$ cat config.mk
export PLATFORM = sky130hd
export DESIGN_NAME = digit_serial_subtractor
export DESIGN_NICKNAME = d
export VERILOG_FILES = /design/src/rtl/fp_arith_pkg.sv /design/src/rtl/digit_sub_slice.sv /design/src/rtl/digit_serial_subtractor.sv
export SDC_FILE = /design/constraint.sdc
export NUM_CORES = 1
export LEC_CHECK = 0
export ABC_AREA = 1
export CORE_MARGIN = 3
export CORE_UTILIZATION = 40
export CTS_CLUSTER_DIAMETER = 50
export DETAILED_ROUTE_END_ITERATION = 10
export GPL_TIMING_DRIVEN = 0
export PLACE_DENSITY_LB_ADDON = 0.3
export SYNTH_ARGS = -nofsm -noshare
export SYNTH_HDL_FRONTEND = slang
export SYNTH_SLANG_ARGS = --single-unit
$ cat constraint.sdc
create_clock -name clk -period 5.2 [get_ports clk]
set_input_delay 1.3 -clock clk [delete_from_list [all_inputs] [get_ports clk]]
set_output_delay 1.3 -clock clk [all_outputs]
set_load 0.005 [all_outputs]
$ cat src/rtl/fp_arith_pkg.sv
// Shared definitions for the floating-point arithmetic helpers.
//   sub_state_t  : control states of the digit-serial subtractor
//   DEF_WIDTH    : default operand width
//   DEF_DIGIT    : default bits processed per cycle
//   num_digits() : number of slices per operand
//   cnt_width()  : width of the slice counter
package fp_arith_pkg;

    typedef enum logic [1:0] {
        IDLE = 2'd0,
        RUN  = 2'd1,
        DONE = 2'd2
    } sub_state_t;

    localparam int unsigned DEF_WIDTH = 16;
    localparam int unsigned DEF_DIGIT = 4;

    function automatic int unsigned num_digits(input int unsigned width, input int unsigned digit);
        return width / digit;
    endfunction

    // A single-slice operand still needs a 1-bit counter to stay a legal vector.
    function automatic int unsigned cnt_width(input int unsigned width, input int unsigned digit);
        int unsigned n;
        n = width / digit;
        return (n > 1) ? $clog2(n) : 1;
    endfunction

endpackage

$ cat src/rtl/digit_sub_slice.sv
// Combinational DIGIT-bit borrow-chain subtractor: d = x - y - bin.
//   x, y : slice operands
//   bin  : borrow in from the less significant slice
//   d    : slice difference
//   bout : borrow out to the more significant slice
module digit_sub_slice
    import fp_arith_pkg::*;
#(
    parameter int unsigned DIGIT = DEF_DIGIT
) (
    input  logic [DIGIT-1:0] x,
    input  logic [DIGIT-1:0] y,
    input  logic             bin,
    output logic [DIGIT-1:0] d,
    output logic             bout
);

    logic [DIGIT:0] br;

    assign br[0] = bin;

    // One full subtractor per bit; borrow ripples upward.
    for (genvar i = 0; i < DIGIT; i++) begin : g_fs
        assign d[i]    = x[i] ^ y[i] ^ br[i];
        assign br[i+1] = (~x[i] & y[i]) | (~(x[i] ^ y[i]) & br[i]);
    end

    assign bout = br[DIGIT];

endmodule

$ cat src/rtl/digit_serial_subtractor.sv
// Multi-cycle WIDTH-bit subtractor, one DIGIT slice per clock, LSB slice first.
//   clk, rst            : clock, asynchronous active-high reset
//   in_valid/in_ready   : operand handshake for a (minuend) and b (subtrahend)
//   out_valid/out_ready : result handshake
//   diff                : (a - b) mod 2^WIDTH
//   borrow              : 1 iff a < b unsigned
//   zero                : diff == 0
//   ovf                 : signed overflow of a - b
module digit_serial_subtractor
    import fp_arith_pkg::*;
#(
    parameter int unsigned WIDTH = DEF_WIDTH,
    parameter int unsigned DIGIT = DEF_DIGIT
) (
    input  logic             clk,
    input  logic             rst,
    input  logic             in_valid,
    output logic             in_ready,
    input  logic [WIDTH-1:0] a,
    input  logic [WIDTH-1:0] b,
    output logic             out_valid,
    input  logic             out_ready,
    output logic [WIDTH-1:0] diff,
    output logic             borrow,
    output logic             zero,
    output logic             ovf
);

    localparam int unsigned NUM_DIGITS = num_digits(WIDTH, DIGIT);
    localparam int unsigned CNT_W      = cnt_width(WIDTH, DIGIT);

    if ((WIDTH % DIGIT) != 0) begin : g_bad_digit
        $error("digit_serial_subtractor: WIDTH must be a multiple of DIGIT");
    end

    sub_state_t             state, state_n;
    logic [WIDTH-1:0]       a_sh, b_sh, res_sh;
    logic                   borrow_reg;
    logic [CNT_W-1:0]       count;
    logic                   sign_a, sign_b;
    logic                   accept, step, last;
    logic [DIGIT-1:0]       slice_d;
    logic                   slice_bout;
    logic [WIDTH+DIGIT-1:0] res_cat;
    logic [WIDTH-1:0]       res_next;

    digit_sub_slice #(.DIGIT(DIGIT)) u_slice (
        .x    (a_sh[DIGIT-1:0]),
        .y    (b_sh[DIGIT-1:0]),
        .bin  (borrow_reg),
        .d    (slice_d),
        .bout (slice_bout)
    );

    // New slice enters at the top; after NUM_DIGITS steps the word is aligned.
    assign res_cat  = {slice_d, res_sh};
    assign res_next = res_cat[WIDTH+DIGIT-1:DIGIT];

    // State register.
    always_ff @(posedge clk or posedge rst) begin
        if (rst) state <= IDLE;
        else     state <= state_n;
    end

    // Next-state and datapath enables.
    always_comb begin
        state_n = state;
        accept  = 1'b0;
        step    = 1'b0;
        last    = 1'b0;
        unique case (state)
            IDLE: begin
                if (in_valid) begin
                    accept  = 1'b1;
                    state_n = RUN;
                end
            end
            RUN: begin
                step = 1'b1;
                if (count == CNT_W'(NUM_DIGITS - 1)) begin
                    last    = 1'b1;
                    state_n = DONE;
                end
            end
            DONE: begin
                if (out_ready) state_n = IDLE;
            end
            default: state_n = IDLE;
        endcase
    end

    // Datapath and registered outputs.
    always_ff @(posedge clk or posedge rst) begin
        if (rst) begin
            in_ready   <= 1'b1;
            out_valid  <= 1'b0;
            diff       <= '0;
            borrow     <= 1'b0;
            zero       <= 1'b0;
            ovf        <= 1'b0;
            a_sh       <= '0;
            b_sh       <= '0;
            res_sh     <= '0;
            borrow_reg <= 1'b0;
            count      <= '0;
            sign_a     <= 1'b0;
            sign_b     <= 1'b0;
        end else begin
            in_ready  <= (state_n == IDLE);
            out_valid <= (state_n == DONE);
            if (accept) begin
                a_sh       <= a;
                b_sh       <= b;
                res_sh     <= '0;
                borrow_reg <= 1'b0;
                count      <= '0;
                sign_a     <= a[WIDTH-1];
                sign_b     <= b[WIDTH-1];
            end
            if (step) begin
                a_sh       <= a_sh >> DIGIT;
                b_sh       <= b_sh >> DIGIT;
                res_sh     <= res_next;
                borrow_reg <= slice_bout;
                count      <= count + CNT_W'(1);
            end
            // Flags are frozen here and held through DONE.
            if (last) begin
                diff   <= res_next;
                borrow <= slice_bout;
                zero   <= (res_next == '0);
                ovf    <= (sign_a != sign_b) && (res_next[WIDTH-1] != sign_a);
            end
        end
    end

endmodule

==> run metrics <==
vias in the first global route=2519; final period utilization=50.9%; DR pass1 iterations=4; clock skew=0.00500 ns; first-pass GRT wire length=12.1 mm; Area growth, synth to finish=25.9%; Core ar.=0.00793 mm2; hpwl dp=4.83 mm; FF-to-FF path depth=10; hold crit path type=reg2reg; Register Area=0.00180 mm2; H-tree Lvls=3; mean post-synth cell area=9.49 um2; Initial DRC Count=114; Synth Instances=354; critical path fanouts, max=1; Detail Route Antenna Nets=0; CTS clk-pin slew, worst paths=0.07 ns; Die X=97.6 um; row count=32; Largest stage delay, worst path=0.52 ns; fillcell total=747; routed wire length=6.79 mm; GRT Overall Usage=15.7%; Max VDD drop=0.252 mV; Netlist Area Pre-Place=0.00336 mm2; worst setup path endpoint=in_ready; synthesized flop and latch total=72; status=finished, final reports clean; CTS root buf=clkbuf_8; slowest cell on the critical path=dfstp_2; sequential area share after synthesis=53.7%; R2R Path End=ovf; FF-to-FF Start=a_sh[0]; Layout Cells excl Fill=528; input/output buffers=56; most common cell after layout, fill and taps aside=nand2_1; cts hold-fix bufs=0; Worst-Skew Late Latency=0.34 ns; Vias/cell=4.77; most frequent cells in the layout=nand2_1, dfrtp_1, clkdlybuf4s50_1; critical path arrival=1.35 ns; Residual DRC=0; area occupied by multi-input gates=0.00121 mm2; final setup vio count=0; critical path class=reg2out; Synth Net Count=395; Synth Warn #=0; crit path capture type=output pin; clock sink total=72; Hold Fails Final Rpt=0; post_cts resized=0; crit path launch type=flip-flop; overall overflow remaining after global route=0; CTS tree=yes; fmax=378 MHz; Distinct cells, synth=23; crit-path cells=clkdlybuf4s50_1; slew margin rel.=40.4%; die height=97.6 um; unrepaired setup endpoints after global routing=false; antenna violations before repair=0; Worst Max-Slew Pin Slew=0.894 ns; largest net degree at the start of global routing=73; postcts setup bufs=0; Worst path depth=1; Max Slew Vio Count=0; PwrDens=663 mW/mm2; diode count=0; die area=0.00953 mm2; largest registers=a_sh x16, b_sh x16, diff x16; FF-to-FF setup slack=2.61 ns; Boundary Pins=57; GP Congestion=0.805; total CTS buffers=9; initial core utilization=42.4%; dpl cells=512; Max-cap violations=0; fin nets=462; Max clock buf depth=2; wire per inst=12.9 um; WP buf/inv=1; layout cells sized above 1=18.5%; fin crit period=2.65 ns; Leak Pwr=0.00198 uW; CP delay by family, top=flip-flops; Vias=2517; Total Neg Setup Slack=0 ns; Crit path required time=3.90 ns; CP startpoint=in_ready
-- worst min path at each step --
stage	start	endpoint	slack (ns)	cells after the start
2_1_floorplan	count[1]	count[1]	0.45	2
3_3_place_gp	count[1]	count[1]	0.46	2
3_5_place_dp	count[1]	count[1]	0.48	2
4_1_cts	count[1]	count[1]	0.49	2
5_1_grt	count[0]	count[0]	0.51	1
6_report	borrow	borrow	0.49	2
-- layout make-up --
cell class / instances / share of cell area, %
Clock inverter: 4 / 1.06
Clock buffer: 12 / 3.19
Buffer: 18 / 3.46
Inverter: 54 / 4.85
Timing Repair Buffer: 56 / 13.3
Sequential cell: 72 / 42.6
Tap cell: 102 / 3.02
Multi-Input combinational cell: 210 / 28.5
-- where the power goes --
part	internal [uW]	leakage (uW)	switching, uW
sequential	813	0.000920	103
combinational	622	0.000965	847
clock	220	0.0000941	198
total	1650	0.00198	1150
-- cells in the mapped netlist, drive strengths merged --
master / count / area [um2]
inv: 54 / 203
nand3: 2 / 22.5
o21ai: 73 / 440
o22ai: 14 / 175
buf: 17 / 143
clkbuf: 1 / 3.75
nor2: 13 / 56.3
fa: 4 / 80.1
a21oi: 2 / 13.8
ha: 1 / 12.5
nand2: 101 / 407
dfstp: 1 / 26.3
dfrtp: 71 / 1780
-- through the flow --
step | util [%] | worst slack [ns] | power, uW | hold WS (ns) | cell area (um2)
global route | 53.4 | 2.44 | 3070 | 0.509 | 4230
finish | 53.4 | 2.55 | 2800 | 0.486 | 4230
floorplan | - | 2.08 | 1980 | 0.446 | 3360
detailed placement | 51.1 | 2.56 | 2410 | 0.475 | 4050
CTS | 53.4 | 2.53 | 2830 | 0.490 | 4230
global placement | 51.1 | 0.874 | 2370 | 0.457 | 4050
-- cells by family after synthesis --
kind of cell | share of synthesized area [%]
AOI/OAI and AO/OA | 18.7
and+or+nand+nor | 14.5
buffers and inverters | 10.4
adders and majority gates | 2.76
DFF | 53.7
-- metal layers --
layer / routed length (um) / global-route usage [%] / vias up
met2: 3260 / 24.8 / 67
met5: 0 / 0 / -
met4: 119 / 6.07 / 0
li1: - / - / 1245
met3: 367 / 3.59 / 11
met1: 3040 / 20.9 / 1194
No activity file was read; power rests on OpenSTA's default activity.
